===== src/rtl/bin2bcd_seq.sv =====
// bin2bcd_seq: optional leading-zero blanking in the bcd output is built when BIN2BCD_BLANK_EN is defined.
// Purpose: sequential double-dabble binary-to-BCD converter, one input bit per clock.
// Latency: start accepted at one edge, busy for W cycles, then a one-cycle done pulse with bcd updated.
// Backpressure: none; start is ignored while shifting and is honoured in IDLE or on the done cycle.
module bin2bcd_seq #(
    parameter int W = 26,
    parameter int D = 8
) (
    input  logic           clk,
    input  logic           rst,
    input  logic           start,
    input  logic [W-1:0]   bin,
    output logic [4*D-1:0] bcd,
    output logic           busy,
    output logic           done
);

    localparam int CW = $clog2(W + 1);
    localparam logic [CW-1:0] CNT_INIT = CW'(W);
    localparam logic [CW-1:0] CNT_ONE  = CW'(1);

    typedef enum logic [1:0] {
        S_IDLE  = 2'd0,
        S_SHIFT = 2'd1,
        S_DONE  = 2'd2
    } state_t;

    state_t          r_state;
    logic [CW-1:0]   r_cnt;
    logic [W-1:0]    r_bin;
    logic [4*D-1:0]  r_scr;
    logic [4*D-1:0]  r_bcd;
    logic            r_busy;
    logic            r_done;

    logic [4*D-1:0]   w_adj;
    logic [4*D+W-1:0] w_shifted;
    logic [4*D-1:0]   w_next_scr;
    logic [4*D-1:0]   w_bcd_out;

    // Add-3 is per nibble with no carry into the neighbour digit.
    always_comb begin
        w_adj = r_scr;
        for (int i = 0; i < D; i++) begin
            if (r_scr[4*i +: 4] >= 4'd5) begin
                w_adj[4*i +: 4] = r_scr[4*i +: 4] + 4'd3;
            end
        end
    end

    assign w_shifted  = {w_adj, r_bin} << 1;
    assign w_next_scr = w_shifted[4*D+W-1:W];

`ifdef BIN2BCD_BLANK_EN
    // Leading zeros become the seven-segment blank code; digit 0 always shows.
    function automatic logic [4*D-1:0] f_blank(input logic [4*D-1:0] v);
        logic lead;
        f_blank = v;
        lead    = 1'b1;
        for (int i = D - 1; i >= 1; i--) begin
            if (v[4*i +: 4] != 4'd0) begin
                lead = 1'b0;
            end
            if (lead) begin
                f_blank[4*i +: 4] = 4'hF;
            end
        end
    endfunction

    assign w_bcd_out = f_blank(w_next_scr);
`else
    assign w_bcd_out = w_next_scr;
`endif

    always_ff @(posedge clk) begin
        if (rst) begin
            r_state <= S_IDLE;
            r_cnt   <= '0;
            r_bin   <= '0;
            r_scr   <= '0;
            r_bcd   <= '0;
            r_busy  <= 1'b0;
            r_done  <= 1'b0;
        end else begin
            case (r_state)
                S_IDLE: begin
                    r_done <= 1'b0;
                    if (start) begin
                        r_bin   <= bin;
                        r_scr   <= '0;
                        r_cnt   <= CNT_INIT;
                        r_busy  <= 1'b1;
                        r_state <= S_SHIFT;
                    end
                end
                S_SHIFT: begin
                    r_scr <= w_next_scr;
                    r_bin <= w_shifted[W-1:0];
                    r_cnt <= r_cnt - CNT_ONE;
                    // Last shift: publish the result on the same edge that enters DONE.
                    if (r_cnt == CNT_ONE) begin
                        r_bcd   <= w_bcd_out;
                        r_busy  <= 1'b0;
                        r_done  <= 1'b1;
                        r_state <= S_DONE;
                    end
                end
                S_DONE: begin
                    r_done <= 1'b0;
                    if (start) begin
                        r_bin   <= bin;
                        r_scr   <= '0;
                        r_cnt   <= CNT_INIT;
                        r_busy  <= 1'b1;
                        r_state <= S_SHIFT;
                    end else begin
                        r_state <= S_IDLE;
                    end
                end
                default: begin
                    r_state <= S_IDLE;
                    r_busy  <= 1'b0;
                    r_done  <= 1'b0;
                end
            endcase
        end
    end

    assign bcd  = r_bcd;
    assign busy = r_busy;
    assign done = r_done;

endmodule

===== config.mk =====
export PLATFORM = sky130hd
export DESIGN_NAME = bin2bcd_seq
export DESIGN_NICKNAME = d
export VERILOG_FILES = /design/src/rtl/bin2bcd_seq.sv
export SDC_FILE = /design/constraint.sdc
export NUM_CORES = 1
export LEC_CHECK = 0
export BUFFER_PORTS_ARGS = -buffer_cell sky130_fd_sc_hd__buf_4
export CAP_MARGIN = 20
export CORE_UTILIZATION = 49
export DETAILED_ROUTE_END_ITERATION = 10
export PLACE_DENSITY = 0.75
export SETUP_SLACK_MARGIN = 0.2
export SYNTH_ARGS = -nofsm -noshare
export SYNTH_HDL_FRONTEND = slang
export SYNTH_SLANG_ARGS = --single-unit

===== constraint.sdc =====
create_clock -name clk -period 1.8 [get_ports clk]
set_input_delay 0.27 -clock clk [delete_from_list [all_inputs] [get_ports clk]]
set_output_delay 0.27 -clock clk [all_outputs]
set_load 0.02 [all_outputs]

==> Yosys cells after proc, flatten, opt, wreduce, memory -nomap -nowiden <==
Cells that the tools add are included.
{ "word_totals": {"output_inout_bits": 34, "ff_bits": 99, "inputBits": 29} }
{ "classes": {"bitwise": 1, "reduce_logical": 8, "magnitude_cmp": 8, "add_sub_neg": 9, "eq_ne": 6, "n_mux": 21} }
{ "ops": {"columns": ["operator", "n"], "rows": [
  ["case mux 32 bit (2 select lines)", 1],
  ["case mux 26 bit (2 select lines)", 1],
  ["greater-or-equal comparator 4 x 3 -> 1 bit (second input constant)", 8],
  ["two-way mux 32 bit", 1],
  ["adder 4 x 2 -> 4 bit (second input constant)", 7],
  ["two-way mux 4 bit", 7],
  ["two-way mux 26 bit", 1],
  ["case mux 5 bit (2 select lines)", 1],
  ["AND reduction 2 bit", 4],
  ["case mux 2 bit (3 select lines)", 1],
  ["equality test 5 x 1 -> 1 bit (second input constant)", 1],
  ["two-way mux 5 bit", 1],
  ["subtractor 5 x 1 -> 5 bit (second input constant)", 1],
  ["two-way mux 2 bit", 2],
  ["inequality test 2 bit (second input constant)", 2],
  ["OR reduction 2 bit", 2],
  ["adder 3 x 2 -> 3 bit (second input constant)", 1],
  ["two-way mux 1 bit", 3],
  ["two-way mux 3 bit", 1],
  ["equality test 2 x 1 -> 1 bit (second input constant)", 1],
  ["equality test 2 bit (second input constant)", 1],
  ["zero test 2 bit", 1],
  ["inequality test 2 x 1 -> 1 bit (second input constant)", 1],
  ["case mux 1 bit (2 select lines)", 1],
  ["2 further kinds", 2]
]} }

==> Longest topological paths before layout <==
{ "depth": {"word_depth": 4, "mapped_depth": 7, "ltp_nobuf": 6} }

==> Worst setup path before layout <==
No wires, ideal clock.
{ "synth_timing": {"kind": "reg2reg", "start": "reg r_cnt[0]", "end": "reg r_bcd[15], in the netlist bcd[15]", "path_stages_with_launch": 7, "period_less_slack_ns": 1.617, "n_path_buf": 2, "t_arrival_ns": 1.478, "slack_ns": 0.183, "setup_ns": 0.139, "cell_sequence": "dfxtp_1 -> ha_1 -> or4b_4 -> nor2_4 -> buf_6 -> buf_4 -> a211oi_2"} }
{ "synth_via": {"elab_chain_len": 2} }
{ "synth_rtl": {"columns": ["item", "line_no", "text"], "rows": [
  ["from (decl)", "29", "logic [CW-1:0] r_cnt;"],
  ["from (signal assigned)", "99", "r_cnt <= r_cnt - CNT_ONE;"],
  ["equality test 5 x 1 -> 1 bit", "101", "if (r_cnt == CNT_ONE) begin"],
  ["AND reduction 2 bit (no source line)", null, null],
  ["to (signal assigned)", "102", "r_bcd <= w_bcd_out;"],
  ["to (decl)", "32", "logic [4*D-1:0] r_bcd;"]
]} }
No other way between the ends.
A chain may end at the register's enable or synchronous reset.

==> Final worst setup path <==
{ "layout_timing": {"start": "reg r_cnt[1]", "end": "reg r_bcd[16], in the netlist bcd[16]"} }
The elaborated chain is that of the path after synthesis.

==> metrics <==
status finished, final reports clean; Synth area leaders dfxtp_1 (47%), ha_1 (5.3%), a222oi_1 (5.0%); Final Max Slew Viols 0; setup violators final 0; vias in the first global route 3343; Post-synth EDFFs 0; Die X-Extent 95.0 um; CTS root buf clkbuf_8; Fin. Hold Viols 0; hold depth 2; via/cell ratio 5.82; RR Endpoint bcd[16]; Num CTS Buffers 9; Critical Path Slowest Stage Cell or4b_4; CP max stage delay 0.47 ns; max_slew headroom 0.691; sequential area share after synthesis 0.468; final hold slack 0.107 ns; crit-path max FO 7; period utilization 0.944; Worst EP arrival 1.99 ns; static leakage 2.27 nW; DP HPWL 6.22 mm; gr ovfl total 0; r2r setup slk 0.10 ns; Sw Share 0.238; layout cells sized above 1 0.335; Ports 63; Hold Path Class input port to flip-flop; via count 3636; Tot Pwr 4.51 mW; die area 0.00902 mm^2; RePlAce Congestion 0.788; antenna violations before repair 0; clk_lat worst skew 0.37 ns; post-cts hold buffer count 0; syn nets 479; fmax 588 MHz; Synth top cells by count dfxtp_1 (99), inv_1 (40), a21oi_1 (30), nand2_1 (25), nor2_1 (25); Synth Cell Area 0.00424 mm^2; crit start category flip-flop; HP Start bin[0]; clock power share 0.393; TritonCTS clock tree built; CTS H-tree lvls 3; Port Buffer Count 62; Slew @ Worst Pin 0.459 ns; combinational share of power 0.095; syn_area_per_cell 9.81 um^2; RSZ-0062 raised after global routing true; switching power 1.07 mW; Starting Density 0.510; Final TNS setup 0 ns; DR DRC count 0; drt first-iter violations 179; crit end category flip-flop; Clock Sink Count 99; Nets 562; max capacitance violation total 0; Antenna Cells 0; synth warn 0; Synth cell types 40; # fillers 644; WP buf/inv 3; overall routing resource usage 0.225; Max VDD drop 0.000447 V; P_int 3.44 mW; Post-Synthesis Cells 432; Worst EP required 2.09 ns; Yosys top cell by area dfxtp_1; power density cells 815 mW/mm^2; # rows 33; clk buf depth 2; Worst-path clk slew 0.10 ns; R2R Path Start r_cnt[1]; dpl cell area 0.00487 mm^2; Core Area 0.00830 mm^2; area delta synth->final 30.7%; die height 95.0 um; FFs w/ async S/R, synth 0; cell mode on critical path buf_12; worst r2r path cells 8; hold endpoint r_bin[0]; Cell Chain, Critical Path inv_2 > ha_4 > or4b_4 > nor2_4 > buf_12 > buf_12 > nor2_2 > a211oi_2; first-pass GRT wire length 15.6 mm; Yosys reg bits 99; Top delay family on crit path simple AND/OR/NAND/NOR gates; Synth Flop Type dfxtp_1; Finished Cell Area 0.00554 mm^2; WL per Instance 16.2 um; clock skew 0.00770 ns; count leader, synth dfxtp_1; largest net degree at the start of global routing 35; Crit Path Category flip-flop to flip-flop; first drt pass iteration count 7; Routed Antenna Nets 0; top cell type's share of synthesized area 0.468; Post-Route WL 10.1 mm; Reg power frac 0.512; Final min period 1.70 ns
power by group through the flow:
stage	Combinational, mW	Clock (mW)	Sequential (mW)
floorplan	0.219	0	2.36
global placement	0.370	0	2.35
detailed placement	0.378	0	2.36
CTS	0.404	1.80	2.31
global route	0.461	1.90	2.32
finish	0.427	1.77	2.31
worst max path at each step:
stage / start / end / slack [ns] / cells after the start
5_1_grt: r_cnt[1] / bcd[16] / 0.03 / 8
3_5_place_dp: r_cnt[1] / bcd[0] / 0.02 / 7
3_3_place_gp: r_cnt[1] / bcd[0] / 0.09 / 7
2_1_floorplan: r_cnt[0] / bcd[31] / 0.20 / 6
6_report: r_cnt[1] / bcd[16] / 0.10 / 8
4_1_cts: r_cnt[1] / bcd[8] / 0.10 / 8
cells in the final DEF, fill, tap and decap left out, drive strengths merged, types with 2 or more instances in the layout:
master	synthesis	routed
a22oi	4	4
clkinv	1	2
a211oi	15	15
nor3	3	3
a21oi	30	30
mux2i	9	9
inv	40	42
o2bb2ai	15	15
o22ai	9	9
nand2b	10	10
nor2b	2	2
nor2	28	28
nor3b	14	14
nand2	25	25
o31ai	7	7
clkbuf	10	10
o21ai	13	13
a222oi	21	21
xnor2	8	8
buf	15	97
ha	18	18
nand3	4	4
a22o	16	16
a32o	7	7
bufinv	0	3
dfxtp	99	99
routing by layer:
metal  global-route usage  routed length (um)
met1                0.266                4440
met2                0.387                4980
met3               0.0652                 551
met4               0.0783                 175
met5                    0                   0
sequential cells by signal, summed over array words and instances (netlist names):
| name | count |
|---|---|
| bcd | 32 |
| r_scr | 32 |
| r_bin | 26 |
| r_cnt | 5 |
| r_state | 2 |
| busy | 1 |
| done | 1 |
per-stage QoR:
step / std cells / util / setup WS [ns]
5_1_grt: 625 / 0.667 / 0.0323
2_1_floorplan: 432 / - / 0.202
4_1_cts: 620 / 0.645 / 0.102
3_5_place_dp: 591 / 0.587 / 0.0235
3_3_place_gp: 591 / 0.587 / 0.0859
6_report: 625 / 0.667 / 0.100
cell type report:
cell class	count	area, um^2	share of cell area
multi-input cells	267	2140	0.386
clock inverters	6	119	0.0215
clock buffers	10	138	0.0249
well taps	105	131	0.0237
inverters	41	154	0.0278
flip-flops and latches	99	1990	0.359
repair buffers	97	870	0.157
cells by family after synthesis:
kind of cell,after synthesis,synth area share
buffers and inverters,66,0.0685
AO/OA/AOI/OAI,140,0.258
multiplexers,9,0.0213
AND/OR/NAND/NOR,91,0.113
flip-flops,99,0.468
adder cells (fa/ha/maj),18,0.0532
XOR/XNOR,9,0.0186
worst register-to-register path, cell delays in order, from the launching register on:
cell and delay [ns]:
dfxtp_2 0.34, inv_2 0.07, ha_4 0.12, or4b_4 0.47, nor2_4 0.15, buf_12 0.16
buf_12 0.13, nor2_2 0.05, a211oi_2 0.15
what timing repair did:
item,4_1_cts,5_1_grt
resized for setup,24,36
setup endpoints to repair,31,74
setup buffers,11,5
pin swaps,16,4
cloned,2,0
Power figures use the tool's default switching activity.
